**src/rtl/mont_precomp.sv**
```systemverilog
// mont_precomp: bit-serial setup of Montgomery constants for an odd modulus n.
//   n_inv  = (-n^-1) mod 2^mod_bit
//   r_mod  = 2^mod_bit mod n
//   r2_mod = 2^(2*mod_bit) mod n
// One shift/add/compare step per cycle; 2*mod_bit cycles per valid modulus.
module mont_precomp #(
    parameter int mod_bit = 5
) (
    input  logic               clk,
    input  logic               rst,
    input  logic               start,
    input  logic [mod_bit-1:0] n,
    output logic               busy,
    output logic               done,
    output logic               err,
    output logic [mod_bit-1:0] n_inv,
    output logic [mod_bit-1:0] r_mod,
    output logic [mod_bit-1:0] r2_mod
);
    localparam int CNT_W = $clog2(2*mod_bit);
    localparam logic [CNT_W-1:0] CNT_MID  = CNT_W'(mod_bit-1);
    localparam logic [CNT_W-1:0] CNT_LAST = CNT_W'(2*mod_bit-1);
    localparam logic [CNT_W-1:0] CNT_INV  = CNT_W'(mod_bit);

    typedef enum logic [1:0] {IDLE, CALC, DONE} state_t;

    state_t             state;
    logic [mod_bit-1:0] n_q;
    logic [mod_bit-1:0] acc;      // n_q*ninv_q + 1, low bits cleared as we go
    logic [mod_bit-1:0] ninv_q;
    logic [mod_bit-1:0] rmod_q;   // R mod n, parked until the final edge
    logic [mod_bit:0]   x;        // running 2^k mod n_q
    logic [CNT_W-1:0]   cnt;

    logic [mod_bit+1:0] t;
    logic [mod_bit+1:0] nq_w;
    logic [mod_bit:0]   x_nxt;
    logic               n_ok;
    logic               acc_bit;

    // Doubling-and-subtract step for the R / R^2 reductions, plus input check.
    always_comb begin
        t       = {x, 1'b0};
        nq_w    = {2'b00, n_q};
        x_nxt   = (t >= nq_w) ? (mod_bit+1)'(t - nq_w) : (mod_bit+1)'(t);
        n_ok    = n[0] && (n >= mod_bit'(3));
        acc_bit = ((acc >> cnt) & mod_bit'(1)) != '0;
    end

    // Control FSM and datapath; outputs are registered and only move at the
    // final CALC edge or on a rejected start.
    always_ff @(posedge clk) begin
        if (rst) begin
            state  <= IDLE;
            busy   <= 1'b0;
            done   <= 1'b0;
            err    <= 1'b0;
            n_inv  <= '0;
            r_mod  <= '0;
            r2_mod <= '0;
            n_q    <= '0;
            acc    <= '0;
            ninv_q <= '0;
            rmod_q <= '0;
            x      <= '0;
            cnt    <= '0;
        end else begin
            done <= 1'b0;
            case (state)
                IDLE: begin
                    if (start) begin
                        if (n_ok) begin
                            n_q    <= n;
                            acc    <= mod_bit'(1);
                            x      <= (mod_bit+1)'(1);
                            ninv_q <= '0;
                            cnt    <= '0;
                            busy   <= 1'b1;
                            state  <= CALC;
                        end else begin
                            err    <= 1'b1;
                            n_inv  <= '0;
                            r_mod  <= '0;
                            r2_mod <= '0;
                            done   <= 1'b1;
                            state  <= DONE;
                        end
                    end
                end
                CALC: begin
                    // Hensel lifting: clear bit i of acc by adding n_q<<i.
                    if (cnt < CNT_INV && acc_bit) begin
                        acc    <= acc + (n_q << cnt);
                        ninv_q <= ninv_q | (mod_bit'(1) << cnt);
                    end
                    x <= x_nxt;
                    if (cnt == CNT_MID)
                        rmod_q <= x_nxt[mod_bit-1:0];
                    if (cnt == CNT_LAST) begin
                        r_mod  <= rmod_q;
                        r2_mod <= x_nxt[mod_bit-1:0];
                        n_inv  <= ninv_q;
                        err    <= 1'b0;
                        busy   <= 1'b0;
                        done   <= 1'b1;
                        state  <= DONE;
                    end else begin
                        cnt <= cnt + CNT_W'(1);
                    end
                end
                DONE: state <= IDLE;
                default: state <= IDLE;
            endcase
        end
    end
endmodule

```
**config.mk**
```make
export PLATFORM = sky130hd
export DESIGN_NAME = mont_precomp
export DESIGN_NICKNAME = d
export VERILOG_FILES = /design/src/rtl/mont_precomp.sv
export SDC_FILE = /design/constraint.sdc
export NUM_CORES = 1
export LEC_CHECK = 0
export ABC_AREA = 1
export BUFFER_PORTS_ARGS = -buffer_cell sky130_fd_sc_hd__buf_2
export CAP_MARGIN = 30
export CORE_ASPECT_RATIO = 0.8
export CORE_UTILIZATION = 55
export DETAILED_ROUTE_END_ITERATION = 10
export PLACE_DENSITY = 0.75
export RECOVER_POWER = 25
export SLEW_MARGIN = 20
export SYNTH_ARGS = -nofsm -noshare
export SYNTH_HDL_FRONTEND = slang
export SYNTH_SLANG_ARGS = --single-unit
```
**constraint.sdc**
```tcl
create_clock -name clk -period 4.7 [get_ports clk]
set_clock_uncertainty 0.15 [all_clocks]
set_input_delay 0.47 -clock clk [delete_from_list [all_inputs] [get_ports clk]]
set_output_delay 0.47 -clock clk [all_outputs]
set_load 0.02 [all_outputs]
```
==> qor.tcl <==
set qor(internal-power_mw) 0.6459
set qor(critical_path_end_type) {flop}
set qor(initial_standard_cell_utilization_of_the_core_pct) 57.12
set qor(setup_repair_after_global_routing_missed_its_margin) {no}
set qor(drcViolationCount) 0
set qor(leakagePower_nw) 1.172
set qor(yosysWarningCount) 0
set qor(clockRootBuffer) {clkbuf_8}
set qor(routed_wl_um) 5621
set qor(chipWidth_um) 79.02
set qor(critical-path-top-cell-by-count) {nand2_1}
set qor(numCtsBuffers) 5
set qor(setup_viol) 0
set qor(detailedRoute.firstPassIterationCount) 4
set qor(netlist_instances) 351
set qor(grt_pass1_vias) 2060
set qor(detail-route-antenna-nets) 0
set qor(drt_first_iter_violations) 112
set qor(viasPerCell) 5.298
set qor(antennaDiodeCount) 0
set qor(final.fill_count) 460
set qor(grt_util_all_layers_pct) 24.45
set qor(pwr-share-seq_pct) 46.8
set qor(grt_antenna_before_repair) 0
set qor(clkLatencyLatePin_ns) 0.30
set qor(period_minus_slack_ns) 2.488
set qor(post_cts_hold_buffer_count) 0
set qor(timing.fmax_mhz) 401.9
set qor(timing.max_cap.violations) 0
set qor(grt_remaining_overflow) 0
set qor(final_min_period_over_clock_period_pct) 52.94
set qor(synth_top_area_share_pct) 38.35
set qor(synth_top_area_cell) {dfxtp_1}
set qor(max_slew.worst_pin.slew_ns) 0.7079
set qor(global_route_wire_length_before_repair_um) 9639
set qor(port_buffers) 25
set qor(max_slew_margin_pct) 52.81
set qor(cp.required_ns) 4.72
set qor(critical_path.cell_chain) {nor3_1 -> inv_1 -> nor3_1 -> ha_1 -> inv_1 -> fa_1 -> nand3b_1 -> nand2_1 -> nand2_1 -> nand2_1 -> nand3_1 -> nand3_1 -> a21oi_1}
set qor(drive_gt1_share_pct) 11.53
set qor(critical_path.n_buffers_inverters) 2
set qor(synthesized_nets) 376
set qor(maxSlewViolCount) 0
set qor(flow.area_growth_from_synthesis_pct) 8.293
set qor(detailed_place_hpwl_um) 4082
set qor(synth_seq_area_share_pct) 38.35
set qor(worstSetupPathType) {flop to flop}
set qor(logic_gate_share_of_total_power_pct) 26.1
set qor(floorplan.core_area_um2) 4569
set qor(yosys-top-cells-area) {dfxtp_1 (38%), nand2_1 (12%), a21oi_1 (8.4%)}
set qor(post_route_setup_tns_ns) 0
set qor(layout_common_cells) {nand2_1 (82), dfxtp_1 (50), a21oi_1 (44)}
set qor(multiInputGateArea_um2) 1404
set qor(detailroute.via_count) 2294
set qor(final_net_count) 397
set qor(io_pins) 26
set qor(power.ir.vdd_worst_mv) 0.1895
set qor(cts_tree) {done}
set qor(detail_route.wl_per_cell_um) 12.98
set qor(pin_count_of_the_biggest_net_entering_global_routing) 37
set qor(most_common_cell_after_layout_fill_and_taps_aside) {nand2_1}
set qor(syn-mean-instance-area_um2) 7.436
set qor(hold_class) {flop to flop}
set qor(post_cts.repair.setup_buffers) 0
set qor(clkTransAtPathRegs_ns) 0.10
set qor(switching_share_of_total_power_pct) 34.32
set qor(die_y_um) 63.62
set qor(sequential_cell_area_um2) 1001
set qor(synthesis.area_um2) 2610
set qor(clock_power_share_pct) 27.1
set qor(timing.final.hold_violations) 0
set qor(clk_sinks) 50
set qor(cts-htree-levels) 2
set qor(crit_slowest_cell) {dfxtp_1}
set qor(critical_path.startpoint_type) {flop}
set qor(signal_arrival_time_at_the_worst_endpoint_ns) 2.50
set qor(total_switching_power_mw) 0.3376
set qor(cts_max_path_buffers) 2
set qor(cpLargestDelayFamily) {simple AND/OR/NAND/NOR gates}
set qor(slowest_delay_ns) 0.46
set qor(status) {finished clean}
set qor(power_mw) 0.9835
set qor(design.die.area_um2) 5027
set qor(critical_path_peak_fanout) 11
set qor(cell_row_count) 22
set qor(synth.ff_latch_count) 50
set qor(place_congestion) 0.8662
set qor(post_cts_resize_count) 0
set qor(synthDistinctLibCells) 32
set qor(power-per-cell-area_nw_per_um2) 348.0
worst register-to-register path: stages (launching register included):
cell and delay (ns):
dfxtp_1 0.46, nor3_1 0.27, inv_1 0.10, nor3_1 0.15, ha_1 0.19, inv_1 0.06, fa_1 0.40, nand3b_1 0.19
nand2_1 0.08, nand2_1 0.06, nand2_1 0.06, nand3_1 0.06, nand3_1 0.08, a21oi_1 0.06
layer usage:
| layer | global-route usage (%) | wire, um | share of wire, % | vias up |
|---|---|---|---|---|
| met4 | 5.227 | 33 | 0.59 | 0 |
| met5 | 0 | 0 | 0 | - |
| met1 | 35.89 | 3007 | 53 | 1046 |
| met2 | 36.53 | 2356 | 42 | 45 |
| li1 | - | - | - | 1198 |
| met3 | 5.072 | 224 | 4.0 | 5 |
Yosys cell counts:
master / number
fa_1: 2
nand3b_1: 3
nand2_1: 82
nor2_4: 5
nor3_1: 5
clkinv_2: 1
nor2_2: 2
o21ai_1: 3
nand3_1: 26
nand2_2: 1
buf_4: 2
buf_6: 1
nor2_1: 22
xor2_1: 1
inv_1: 33
or2_2: 2
dfxtp_1: 50
nor3_2: 1
buf_2: 4
ha_1: 15
buf_1: 1
o21ai_0: 16
a21oi_2: 3
clkbuf_1: 3
inv_2: 4
a31oi_1: 2
nand4_1: 7
a21oi_1: 44
xnor2_1: 1
nand2_4: 5
nand3_2: 3
o32ai_1: 1
power groups by stage:
stage / logic [mW] / clock network (mW) / registers, mW
final: 0.257 / 0.266 / 0.460
after global placement: 0.246 / 0 / 0.469
after global routing: 0.288 / 0.293 / 0.463
after CTS: 0.254 / 0.271 / 0.460
after detailed placement: 0.252 / 0 / 0.470
after floorplan: 0.198 / 0 / 0.469
state kept, by name, summed over array words and instances, names as in the netlist:
signal,count
cnt,4
state,2
n_inv,5
ninv_q,5
acc,5
rmod_q,5
r2_mod,5
x,6
busy,1
done,1
n_q,5
r_mod,5
err,1
kinds of logic after synthesis:
family / Yosys count / synth area share (%)
buffers and inverters: 49 / 7.861
adders and majority gates: 17 / 8.725
AOI/OAI and AO/OA: 69 / 13.90
and+or+nand+nor: 164 / 30.49
DFF: 50 / 38.35
xor gates and xnor gates: 2 / 0.6713
metrics by stage:
step | cell area (um^2) | hold WS, ns | util (%) | cells | setup slack, ns
3_3_place_gp | 2749 | 0.2878 | 60.16 | 425 | 2.353
2_1_floorplan | 2610 | 0.2801 | - | 351 | 2.447
6_report | 2826 | 0.3023 | 61.86 | 433 | 2.212
3_5_place_dp | 2749 | 0.2909 | 60.16 | 425 | 2.239
5_1_grt | 2826 | 0.3253 | 61.86 | 433 | 2.037
4_1_cts | 2848 | 0.3054 | 62.32 | 433 | 2.223
cell type report:
class | instances | area share [%]
tap | 60 | 2.656
clock buffer | 6 | 2.922
clock inverter | 2 | 0.5755
inverter | 38 | 5.091
multi-input combinational | 252 | 49.67
timing repair buffer | 25 | 3.674
sequential | 50 | 35.41
worst paths after layout:
check / from / end / slack, ns / cells after the start
setup / recovery: cnt[1] / acc[4] / 2.21 / 13
hold / removal: ninv_q[0] / ninv_q[0] / 0.30 / 2
setup reg to reg: cnt[1] / acc[4] / 2.21 / 13
hold reg to reg: ninv_q[0] / ninv_q[0] / 0.30 / 2
Note: power is estimated with default switching activity, not from simulation.
